`src/rtl/uart_boot_loader.sv`:
```
// UART boot loader: packs received bytes little-endian into 32-bit words and
// writes them to consecutive ICCM word addresses while holding the core in
// reset. A marker word ends the session. Overflow and a stalled partial word
// both latch an error, and the core is then never released.
//
//   state  | meaning
//   -------+---------------------------------------------------------------
//   IDLE   | waiting for the first byte; core not held
//   LOAD   | packing bytes and writing words; core held in reset
//   DONE   | marker received; image complete, core released (sticky)
//   ERR    | overflow or partial-word timeout; core stays held (sticky)
module uart_boot_loader #(
    parameter int unsigned ADDR_WIDTH  = 12,
    parameter logic [31:0] END_MARKER  = 32'h0000_0FFF,
    parameter logic [31:0] TIMEOUT_CYC = 32'd100000
) (
    input  logic                  clock,
    input  logic                  reset,
    input  logic                  rx_dv_i,
    input  logic [7:0]            rx_byte_i,
    output logic                  we_o,
    output logic [ADDR_WIDTH-1:0] addr_o,
    output logic [31:0]           wdata_o,
    output logic                  prog_busy_o,
    output logic                  done_o,
    output logic                  err_o,
    output logic [ADDR_WIDTH:0]   word_cnt_o
);

    typedef enum logic [1:0] {
        S_IDLE = 2'd0,
        S_LOAD = 2'd1,
        S_DONE = 2'd2,
        S_ERR  = 2'd3
    } state_e;

    // Word count at which the ICCM is completely filled.
    localparam logic [ADDR_WIDTH:0] FULL_CNT = {1'b1, {ADDR_WIDTH{1'b0}}};
    localparam logic [ADDR_WIDTH:0] CNT_ONE  = {{ADDR_WIDTH{1'b0}}, 1'b1};

    state_e                state_q, state_d;
    logic [1:0]            idx_q, idx_d;
    logic [23:0]           buf_q, buf_d;
    logic [31:0]           tmo_q, tmo_d;
    logic                  we_q, we_d;
    logic [ADDR_WIDTH-1:0] addr_q, addr_d;
    logic [31:0]           wdata_q, wdata_d;
    logic                  busy_q, busy_d;
    logic                  done_q, done_d;
    logic                  err_q, err_d;
    logic [ADDR_WIDTH:0]   cnt_q, cnt_d;
    logic [31:0]           word;

    // The fourth byte completes the word combinationally so it can be
    // evaluated in the same cycle it arrives.
    assign word = {rx_byte_i, buf_q};

    // State and datapath registers with synchronous reset.
    always_ff @(posedge clock) begin
        if (reset) begin
            state_q <= S_IDLE;
            idx_q   <= 2'd0;
            buf_q   <= 24'd0;
            tmo_q   <= 32'd0;
            we_q    <= 1'b0;
            addr_q  <= '0;
            wdata_q <= 32'd0;
            busy_q  <= 1'b0;
            done_q  <= 1'b0;
            err_q   <= 1'b0;
            cnt_q   <= '0;
        end else begin
            state_q <= state_d;
            idx_q   <= idx_d;
            buf_q   <= buf_d;
            tmo_q   <= tmo_d;
            we_q    <= we_d;
            addr_q  <= addr_d;
            wdata_q <= wdata_d;
            busy_q  <= busy_d;
            done_q  <= done_d;
            err_q   <= err_d;
            cnt_q   <= cnt_d;
        end
    end

    // Next-state logic: byte packing, word evaluation and partial-word timeout.
    always_comb begin
        state_d = state_q;
        idx_d   = idx_q;
        buf_d   = buf_q;
        tmo_d   = tmo_q;
        we_d    = 1'b0;
        addr_d  = addr_q;
        wdata_d = wdata_q;
        busy_d  = busy_q;
        done_d  = done_q;
        err_d   = err_q;
        cnt_d   = cnt_q;

        case (state_q)
            S_IDLE: begin
                if (rx_dv_i) begin
                    state_d     = S_LOAD;
                    busy_d      = 1'b1;
                    buf_d[7:0]  = rx_byte_i;
                    idx_d       = 2'd1;
                    tmo_d       = 32'd0;
                end
            end
            S_LOAD: begin
                if (rx_dv_i) begin
                    tmo_d = 32'd0;
                    idx_d = idx_q + 2'd1;
                    case (idx_q)
                        2'd0: buf_d[7:0]   = rx_byte_i;
                        2'd1: buf_d[15:8]  = rx_byte_i;
                        2'd2: buf_d[23:16] = rx_byte_i;
                        default: begin
                            // Marker wins over the full check so a full
                            // ICCM can still be closed cleanly.
                            if (word == END_MARKER) begin
                                state_d = S_DONE;
                                done_d  = 1'b1;
                                busy_d  = 1'b0;
                            end else if (cnt_q == FULL_CNT) begin
                                state_d = S_ERR;
                                err_d   = 1'b1;
                            end else begin
                                we_d    = 1'b1;
                                addr_d  = cnt_q[ADDR_WIDTH-1:0];
                                wdata_d = word;
                                cnt_d   = cnt_q + CNT_ONE;
                            end
                        end
                    endcase
                end else if (idx_q != 2'd0) begin
                    // Gaps between whole words are legal; only a stalled
                    // partial word is timed.
                    if (tmo_q == TIMEOUT_CYC - 32'd1) begin
                        state_d = S_ERR;
                        err_d   = 1'b1;
                        tmo_d   = TIMEOUT_CYC;
                    end else begin
                        tmo_d = tmo_q + 32'd1;
                    end
                end
            end
            default: begin
                // DONE and ERR ignore further bytes and hold all outputs.
            end
        endcase
    end

    assign we_o        = we_q;
    assign addr_o      = addr_q;
    assign wdata_o     = wdata_q;
    assign prog_busy_o = busy_q;
    assign done_o      = done_q;
    assign err_o       = err_q;
    assign word_cnt_o  = cnt_q;

endmodule

```
`config.mk`:
```
export PLATFORM = sky130hd
export DESIGN_NAME = uart_boot_loader
export DESIGN_NICKNAME = d
export VERILOG_FILES = /design/src/rtl/uart_boot_loader.sv
export SDC_FILE = /design/constraint.sdc
export NUM_CORES = 1
export LEC_CHECK = 0
export BUFFER_PORTS_ARGS = -buffer_cell sky130_fd_sc_hd__buf_2
export CAP_MARGIN = 20
export CELL_PAD_IN_SITES_DETAIL_PLACEMENT = 1
export CELL_PAD_IN_SITES_GLOBAL_PLACEMENT = 2
export CORE_ASPECT_RATIO = 1.4
export CORE_MARGIN = 10
export CORE_UTILIZATION = 37
export DETAILED_ROUTE_END_ITERATION = 16
export PLACE_DENSITY_LB_ADDON = 0.1
export SLEW_MARGIN = 20
export SYNTH_ARGS = -nofsm -noshare
export SYNTH_HDL_FRONTEND = slang
export SYNTH_SLANG_ARGS = --single-unit
```
`constraint.sdc`:
```
create_clock -name clock -period 3 [get_ports clock]
set_input_delay 0.6 -clock clock [delete_from_list [all_inputs] [get_ports clock]]
set_output_delay 0.6 -clock clock [all_outputs]
set_load 0.1 [all_outputs]
```
Yosys cells after proc, flatten, opt, wreduce, memory -nomap -nowiden
Index checks and enable logic that the tools add are counted.
{ "classes": {"addsub": 3, "n_mul": 0, "div_mod_pow": 0, "order_cmp": 0, "eq_ne": 18, "n_shift": 0, "mux": 31, "n_bitwise": 5, "reduce_logical": 18} }
{ "op_table": {"columns": ["op", "count"], "rows": [
  ["$mux W32", 4],
  ["$pmux W32 S2", 1],
  ["$add A32 B1 Y32 const B", 1],
  ["$eq A32 B12 Y1 const B", 1],
  ["$eq A32 B17 Y1 const B", 1],
  ["$mux W8", 3],
  ["$mux W2", 8],
  ["$pmux W8 S2", 1],
  ["$add A13 B1 Y13 const B", 1],
  ["$eq A13 B13 Y1 const B", 1],
  ["$ne A2 B2 Y1 const B", 6],
  ["$reduce_and A3 Y1", 4],
  ["$reduce_and A6 Y1", 2],
  ["$mux W1", 11],
  ["$reduce_and A5 Y1", 2],
  ["$ne A3 B3 Y1 const B", 3],
  ["$pmux W2 S2", 2],
  ["$reduce_and A4 Y1", 2],
  ["$reduce_bool A2 Y1", 4],
  ["$reduce_or A7 Y1", 1],
  ["$not A1 Y1", 5],
  ["$eq A2 B1 Y1 const B", 2],
  ["$logic_not A2 Y1", 2],
  ["$ne A2 B1 Y1 const B", 2],
  ["other kinds (5)", 5]
]} }
{ "word_totals": {"regBits": 121, "latch_bits": 0, "ram_bits": 0, "mem_bits_ro": 0, "output_inout_bits": 61, "mem_count": 0} }

Depth between registers and ports, before layout
Gate-level depths: netlist of run 1.
{ "depth": {"ltp_word": 6, "ltp_mapped": 9, "mapped_depth_nobuf": 7} }

Least setup slack after synthesis of run 1
No wires, ideal clock.
{ "synth_timing": {"path_type": "register to register", "start": "register cnt_q[0], in the netlist word_cnt_o[0]", "end": "register addr_q[1], in the netlist addr_o[1]", "setup_ps": 70, "t_arrival_ps": 2763, "required_time_ps": 2930, "slack_ps": 167, "stages_incl_launch_ff": 10, "n_path_buf": 2, "cell_sequence": "dfxtp_1 inv_1 ha_1 nor4b_1 and3_1 o21ba_2 clkbuf_1 clkbuf_1 nand3_1 a21oi_1"} }
{ "synth_between": {"elab_chain_len": 3} }
{ "synth_lines": {"columns": ["element", "line_no", "rtl"], "rows": [
  ["from (decl)", "51", "logic [ADDR_WIDTH:0] cnt_q, cnt_d;"],
  ["from (signal assigned)", "83", "cnt_q <= cnt_d;"],
  ["$eq A13 B13 Y1", "126", "end else if (cnt_q == FULL_CNT) begin"],
  ["$not A1 Y1 (no line)", null, null],
  ["$reduce_and A5 Y1 (no line)", null, null],
  ["to (signal assigned)", "78", "addr_q <= addr_d;"],
  ["to (decl)", "46", "logic [ADDR_WIDTH-1:0] addr_q, addr_d;"]
]} }
Every way passes these cells.
A chain may end at the register's enable or synchronous reset.

Final worst setup path of run 1
{ "layout_timing": {"start": "register cnt_q[0], in the netlist word_cnt_o[0]", "end": "register addr_q[7], in the netlist addr_o[7]"} }
The elaborated chain is that of the path after synthesis.

==> key figures, run 1 <==
Placement
  • Port Buf Inserts: 71
  • Dpl ws: roughly 0.50 ns
  • Cell area after placement: approximately 6000 sq um
  • Routability-driven placement congestion ratio: about 0.78
  • HPWL after detailed placement: between 10000 and 15000 um

Synthesis
  • Number of enable-type register cells in the synthesized netlist: 0
  • Register bit count reported by yosys: 121
  • Synth async-reset ratio: 0
  • Syn_area_per_cell: 8.19 sq um
  • Number of different library cells in the post-synthesis netlist: between 50 and 60
  • Post-synth top flop: dfxtp_1
  • Sequential cell area fraction in the yosys report: 0.448
  • Top area cells in the synthesized netlist: dfxtp_1 45%, a21oi_1 8.7%, nand3_1 6.9%
  • Most common cell in the synthesized netlist: dfxtp_1
  • Yosys top cell area share: 0.448
  • Post-synth top cells: 121 x dfxtp_1, 94 x a21oi_1, 75 x nand3_1
  • Count of yosys warnings during synthesis: 0
  • Netlist area before placement: approximately 5400 sq um
  • Mapped Cells: roughly 660
  • Biggest area consumer among synthesized cells: dfxtp_1
  • Syn_nets: 679

Min path
  • Hold-critical path depth: 2
  • End of the worst hold path: wdata_o[15]
  • Worst min-delay path class: flip-flop to flip-flop
  • Hold path start: wdata_o[15]

Setup path
  • Register-to-register setup slack: between 0.4 and 0.5 ns
  • Cells along the critical path: inv_1, ha_1, nor4b_1, and3_1, o21ba_2, buf_4, nand3_1, a21oi_1
  • Critical Path Start Type: flip-flop
  • Critical path's top delay family: compound AO/OA/AOI/OAI gates
  • CP Buf/Inv Count: 2
  • Levels on crit path: 8
  • Worst setup path category: flip-flop to flip-flop
  • Start point of the critical path: word_cnt_o[0]
  • Cell depth of the worst flop-to-flop path: 8
  • Worst flop-to-flop path endpoint: addr_o[7]
  • Arrival time worst endpoint: 2.85 ns
  • Worst endpoint required time: around 3.3 ns
  • CP max-delay cell: o21ba_2
  • Startpoint of the most critical register-to-register path: word_cnt_o[0]
  • Max Fanout on Critical Path: 33
  • Critical Path End Type: flip-flop
  • Delay of the slowest cell on the worst path: about 0.73 ns

STA
  • Final hold vios: 0
  • Share of the cycle needed by the critical path after routing: 0.838
  • Final slew viol count: 0
  • Setup skew after layout: between 0.01 and 0.015 ns
  • Final setup violation count: 0
  • Achievable clock frequency: around 0.40 GHz
  • Setup tns final: 0 ns
  • PnR worst setup slack: about 0.49 ns
  • RSZ-0062 raised after global routing: no
  • Final min period: ~2.5 ns
  • Hold_ws: 0.472 ns
  • Slew Limit Headroom: 0.518
  • Least-Margin Pin Slew: between 0.7 and 0.8 ns

GRT
  • Via count of the first global-routing pass: approximately 5500
  • Global-route usage over all layers: 0.175
  • Pin count of the biggest net entering global routing: 50
  • Remaining global-route overflow: 0
  • Number of antenna violations at the first check in global routing: 0
  • Global-route wire length before repair: 28400 um

Layout
  • Share of cells above drive strength 1: 0.183
  • Total number of nets in the final design: roughly 740
  • Area overhead of the layout relative to synthesis: 22.7%
  • Filler cell count in the final layout: between 1500 and 2000
  • Post-Layout Inst Area: between 6000 and 7000 sq um
  • Diode count: 0

Clock network
  • CTS H-tree depth: 4
  • Clock latency on the worst-skew pair: approximately 0.41 ns
  • Clock Sinks: about 120
  • Buffers inserted by post-CTS timing repair: 0
  • Hold buffer count at cts: 0
  • Number of buffers between clock root and the deepest sink: 2
  • Quantity of gates resized following cts: 0
  • Master cell of the clock root buffer: clkbuf_16
  • Number of buffers inserted during clock tree synthesis: 17
  • Clock input transition at the sequential cells of the worst setup and hold paths: 0.06 ns
  • Clock tree from TritonCTS: built

Route
  • Overall via count from detail_route: 5170
  • Remaining routing DRC violations: 0
  • Overall routed net length: roughly 17000 um
  • Drt initial violations: between 200 and 300
  • Post-detailed-route wirelength per cell: between 15 and 20 um
  • First-pass iteration count of the detailed router: 5
  • Via-to-Cell Ratio: 5.62
  • Post-DRT Antenna Nets: 0

Die
  • Core region area: around 14000 sq um
  • Initial Utilization: 0.376
  • Die X: 122 um
  • Top-Level Pins: 72
  • Std cell rows: 52
  • Total Die Area: roughly 20000 sq um
  • Height of the die: between 150 and 200 um

Power
  • IR drop worst, VDD: between 0.2 and 0.3 mV
  • Lkg Pwr: around 2.5 nW
  • Power per cell area: about 630 nW/um^2

Job
  • Maximum capacitance violations: 0

Outcome
  • Result of the run: finished, final reports clean
[power breakdown]
part           switching [mW]  internal [mW]
Combinational           0.116         0.0422
Sequential             0.0207           1.63
Clock                   0.749           1.62
Total                   0.886           3.29
[kinds of logic (layout without fill, tap and decap cells)]
family,Yosys count,in the layout,synth area share
adders and majority gates,7,7,0.0162
DFF,121,121,0.448
AOI/OAI and AO/OA,183,183,0.184
xor gates and xnor gates,19,19,0.0308
muxes,2,2,0.00416
and+or+nand+nor,272,272,0.275
buffers and inverters,57,127,0.0430
[placed cells by master (no fill, tap or decap), types with 3 or more instances in the layout]
cell / Yosys / layout
a21oi_1: 94 / 94
a31oi_1: 5 / 5
and2_1: 5 / 5
and3_1: 10 / 9
and4_1: 3 / 3
and4b_1: 4 / 4
buf_2: 6 / 71
buf_4: 3 / 15
bufinv_16: 0 / 6
clkbuf_16: 0 / 17
clkbuf_8: 0 / 3
clkinvlp_4: 0 / 3
dfxtp_1: 121 / 121
ha_1: 7 / 7
inv_1: 7 / 7
nand2_1: 64 / 64
nand3_1: 75 / 74
nand3_2: 3 / 4
nand4_1: 17 / 17
nor2_1: 34 / 34
nor3_1: 8 / 8
nor4_1: 10 / 10
o21ai_0: 43 / 43
o21ai_1: 17 / 17
o31ai_1: 11 / 11
or4_1: 17 / 17
xnor2_1: 5 / 5
xor2_1: 14 / 14
[stage by stage]
stage / cells / total power, mW / util
after floorplan: 661 / 1.78 / -
after global placement: 888 / 1.84 / 0.414
after detailed placement: 888 / 1.84 / 0.414
after CTS: 920 / 4.22 / 0.462
after global routing: 920 / 4.31 / 0.462
final: 920 / 4.18 / 0.462
[metal layers]
layer	share of wire	vias to the layer above	GRT usage	wire (um)
met2	0.52	87	0.315	8960
li1	-	2526	-	-
met5	0	-	0	0
met1	0.42	2535	0.197	7270
met3	0.042	22	0.0377	727
met4	0.016	0	0.0628	282
[state kept, by name, indices dropped and copies added (netlist names)]
register     cells
we_o             1
buf_q           24
done_o           1
addr_o          12
idx_q            2
state_q          2
word_cnt_o      13
err_o            1
tmo_q           32
wdata_o         32
prog_busy_o      1
[worst min-delay path, stage by stage, from the launching register on]
cell and delay [ns]:
dfxtp_1 0.30, o21ai_0 0.06, a21oi_1 0.06
[layout make-up]
cell class | instances | area [sq um] | area share
Clock buffer | 21 | 470 | 0.0709
Clock inverter | 11 | 216 | 0.0326
Inverter | 8 | 30.0 | 0.00452
Multi-Input combinational cell | 483 | 2770 | 0.418
Sequential cell | 121 | 2420 | 0.365
Tap cell | 189 | 236 | 0.0356
Timing Repair Buffer | 87 | 488 | 0.0735
[worst max-delay path by stage]
stage / endpoint / slack (ns)
finish: addr_o[7] / 0.49
global route: addr_o[9] / 0.25
CTS: addr_o[2] / 0.47
detailed placement: addr_o[2] / 0.50
global placement: word_cnt_o[2] / 0.56
floorplan: addr_o[1] / 0.17
Power figures use the tool's default switching activity.
==> run 2, diff against run 1 <==
--- a/config.mk
+++ b/config.mk
@@ -11,7 +11,7 @@
 export CELL_PAD_IN_SITES_GLOBAL_PLACEMENT = 2
 export CORE_ASPECT_RATIO = 1.4
 export CORE_MARGIN = 10
-export CORE_UTILIZATION = 37
+export CORE_UTILIZATION = 31
 export DETAILED_ROUTE_END_ITERATION = 16
 export PLACE_DENSITY_LB_ADDON = 0.1
 export SLEW_MARGIN = 20
==> constraint.sdc (replaced) <==
create_clock -name clock -period 2.3 [get_ports clock]
set_input_delay 0.46 -clock clock [delete_from_list [all_inputs] [get_ports clock]]
set_output_delay 0.46 -clock clock [all_outputs]
set_load 0.1 [all_outputs]
==> run 2 against run 1 <==
Utilization down 6.3 points. Hold slack worse by 0.13 ns. Non-clock buffer count up 28. Sequential share of layout area down 0.94 points. Largest cell class unchanged. Highest routed layer unchanged.
==> key figures, run 2 (synthesis gave the netlist of run 1 again) <==
Layout
  • Total number of nets in the final design: about 760
  • Share of cells above drive strength 1: 0.233
  • Most frequent cells in the layout: 107 x dfxtp_1, 94 x a21oi_1, 74 x nand3_1, 71 x buf_2, 64 x nand2_1
  • Filler cell count in the final layout: 2104
  • Area overhead of the layout relative to synthesis: 27.1%
  • Post-Layout Inst Area: 6880 sq um
  • Diode count: 0
  • Commonest non-fill, non-tap cell in the layout: dfxtp_1

Power
  • IR drop worst, VDD: 0.393 mV
  • Lkg Pwr: between 2 and 3 nW
  • Power per cell area: ~740 nW/um^2

Min path
  • Hold path start: rx_byte_i[7]
  • Hold-critical path depth: 3
  • Worst min-delay path class: input port to flip-flop

STA
  • Setup skew after layout: ~0.0084 ns
  • Final setup violation count: 0
  • Share of the cycle needed by the critical path after routing: 0.933
  • Final hold vios: 0
  • PnR worst setup slack: 0.155 ns
  • Setup tns final: 0 ns
  • Slew Limit Headroom: 0.637
  • RSZ-0062 raised after global routing: no
  • Final slew viol count: 0
  • Final min period: ~2.1 ns
  • Least-Margin Pin Slew: 0.544 ns
  • Achievable clock frequency: 0.466 GHz

Setup path
  • Worst setup path category: flip-flop to flip-flop
  • CP max-delay cell: or4b_1
  • Cells along the critical path: or4b_1, nor4_2, and2_1, buf_4, or4_1, a31oi_1
  • Arrival time worst endpoint: approximately 2.4 ns
  • Critical Path End Type: flip-flop
  • Startpoint of the most critical register-to-register path: tmo_q[18]
  • Cell depth of the worst flop-to-flop path: 6
  • Max Fanout on Critical Path: 6
  • Start point of the critical path: tmo_q[18]
  • Worst endpoint required time: between 2 and 3 ns
  • Delay of the slowest cell on the worst path: 0.56 ns
  • Critical Path Start Type: flip-flop

Clock network
  • Master cell of the clock root buffer: clkbuf_16
  • Buffers inserted by post-CTS timing repair: 0
  • Hold buffer count at cts: 0
  • CTS H-tree depth: 4
  • Number of buffers between clock root and the deepest sink: 2
  • Number of buffers inserted during clock tree synthesis: 17
  • Clock latency on the worst-skew pair: roughly 0.42 ns
  • Clock input transition at the sequential cells of the worst setup and hold paths: roughly 0.06 ns
  • Clock tree from TritonCTS: built
  • Clock Sinks: approximately 120

Job
  • Maximum capacitance violations: 0

Placement
  • Cell area after placement: between 6000 and 7000 sq um
  • Routability-driven placement congestion ratio: between 0.8 and 0.9
  • Port Buf Inserts: about 70
  • HPWL after detailed placement: 13600 um
  • Dpl ws: roughly 0.066 ns

Die
  • Height of the die: 176 um
  • Top-Level Pins: 72
  • Total Die Area: roughly 23000 sq um
  • Die X: 132 um
  • Core region area: 17300 sq um
  • Initial Utilization: 0.314
  • Std cell rows: 57

GRT
  • Met1 routing resource usage after global routing: 0.175
  • Global-route usage over all layers: 0.160
  • Number of antenna violations at the first check in global routing: 0
  • Remaining global-route overflow: 0
  • Global-route met2 utilization: 0.294
  • Global-route wire length before repair: about 30000 um
  • Most Crowded Layer GR: met2
  • Pin count of the biggest net entering global routing: 52
  • Met3 GRT Util: 0.0336
  • Via count of the first global-routing pass: ~5500

Route
  • Overall via count from detail_route: about 5300
  • Post-detailed-route wirelength per cell: 18.3 um
  • Overall routed net length: 18200 um
  • Via-to-Cell Ratio: 5.28
  • First-pass iteration count of the detailed router: 4
  • Remaining routing DRC violations: 0
  • Drt initial violations: 213
  • Post-DRT Antenna Nets: 0

Outcome
  • Result of the run: finished, final reports clean
[run 2: power by group]
| part | total, mW | switching (mW) | internal [mW] |
|---|---|---|---|
| sequential | 2.14 | 0.0197 | 2.12 |
| clock | 2.68 | 1.02 | 1.66 |
| combinational | 0.240 | 0.168 | 0.0726 |
[run 2: path summary, 6_finish.rpt]
path                  to  slack (ns)
max reg2reg    tmo_q[24]        0.15
min            buf_q[15]        0.35
min reg2reg  wdata_o[31]        0.47
max            tmo_q[24]        0.15
[run 2: layout make-up]
type	instances	area [sq um]	area share
clock buffers	18	450	0.0655
repair buffers	115	736	0.107
well taps	236	295	0.0429
flip-flops and latches	121	2440	0.356
multi-input cells	483	2770	0.403
clock inverters	14	146	0.0213
inverters	8	30.0	0.00437
[run 2: layer usage]
layer  wire [um]  part of all wire
met1        7540              0.41
met2        9670              0.53
met3         625             0.034
met4         374             0.021
met5           0                 0
[run 2: what timing repair did]
| action | CTS | global route |
|---|---|---|
| hold endpoints to repair | 0 | 0 |
| resized for setup | 0 | 1 |
| setup endpoints to repair | 0 | 1 |
[run 2: per-stage QoR]
step | utilization | power [mW] | std cells | hold slack (ns)
floorplan | - | 2.32 | 661 | 0.444
global placement | 0.364 | 2.42 | 963 | 0.461
detailed placement | 0.364 | 2.43 | 963 | 0.467
CTS | 0.398 | 5.12 | 995 | 0.330
global route | 0.398 | 5.25 | 995 | 0.339
finish | 0.398 | 5.06 | 995 | 0.346
[run 2: worst max-delay path: cells and delay by family (launching register included)]
family | cells | cell delay (ns)
DFF | 1 | 0.34
buffers and inverters | 1 | 0.17
and+or+nand+nor | 4 | 1.43
AOI/OAI and AO/OA | 1 | 0.08
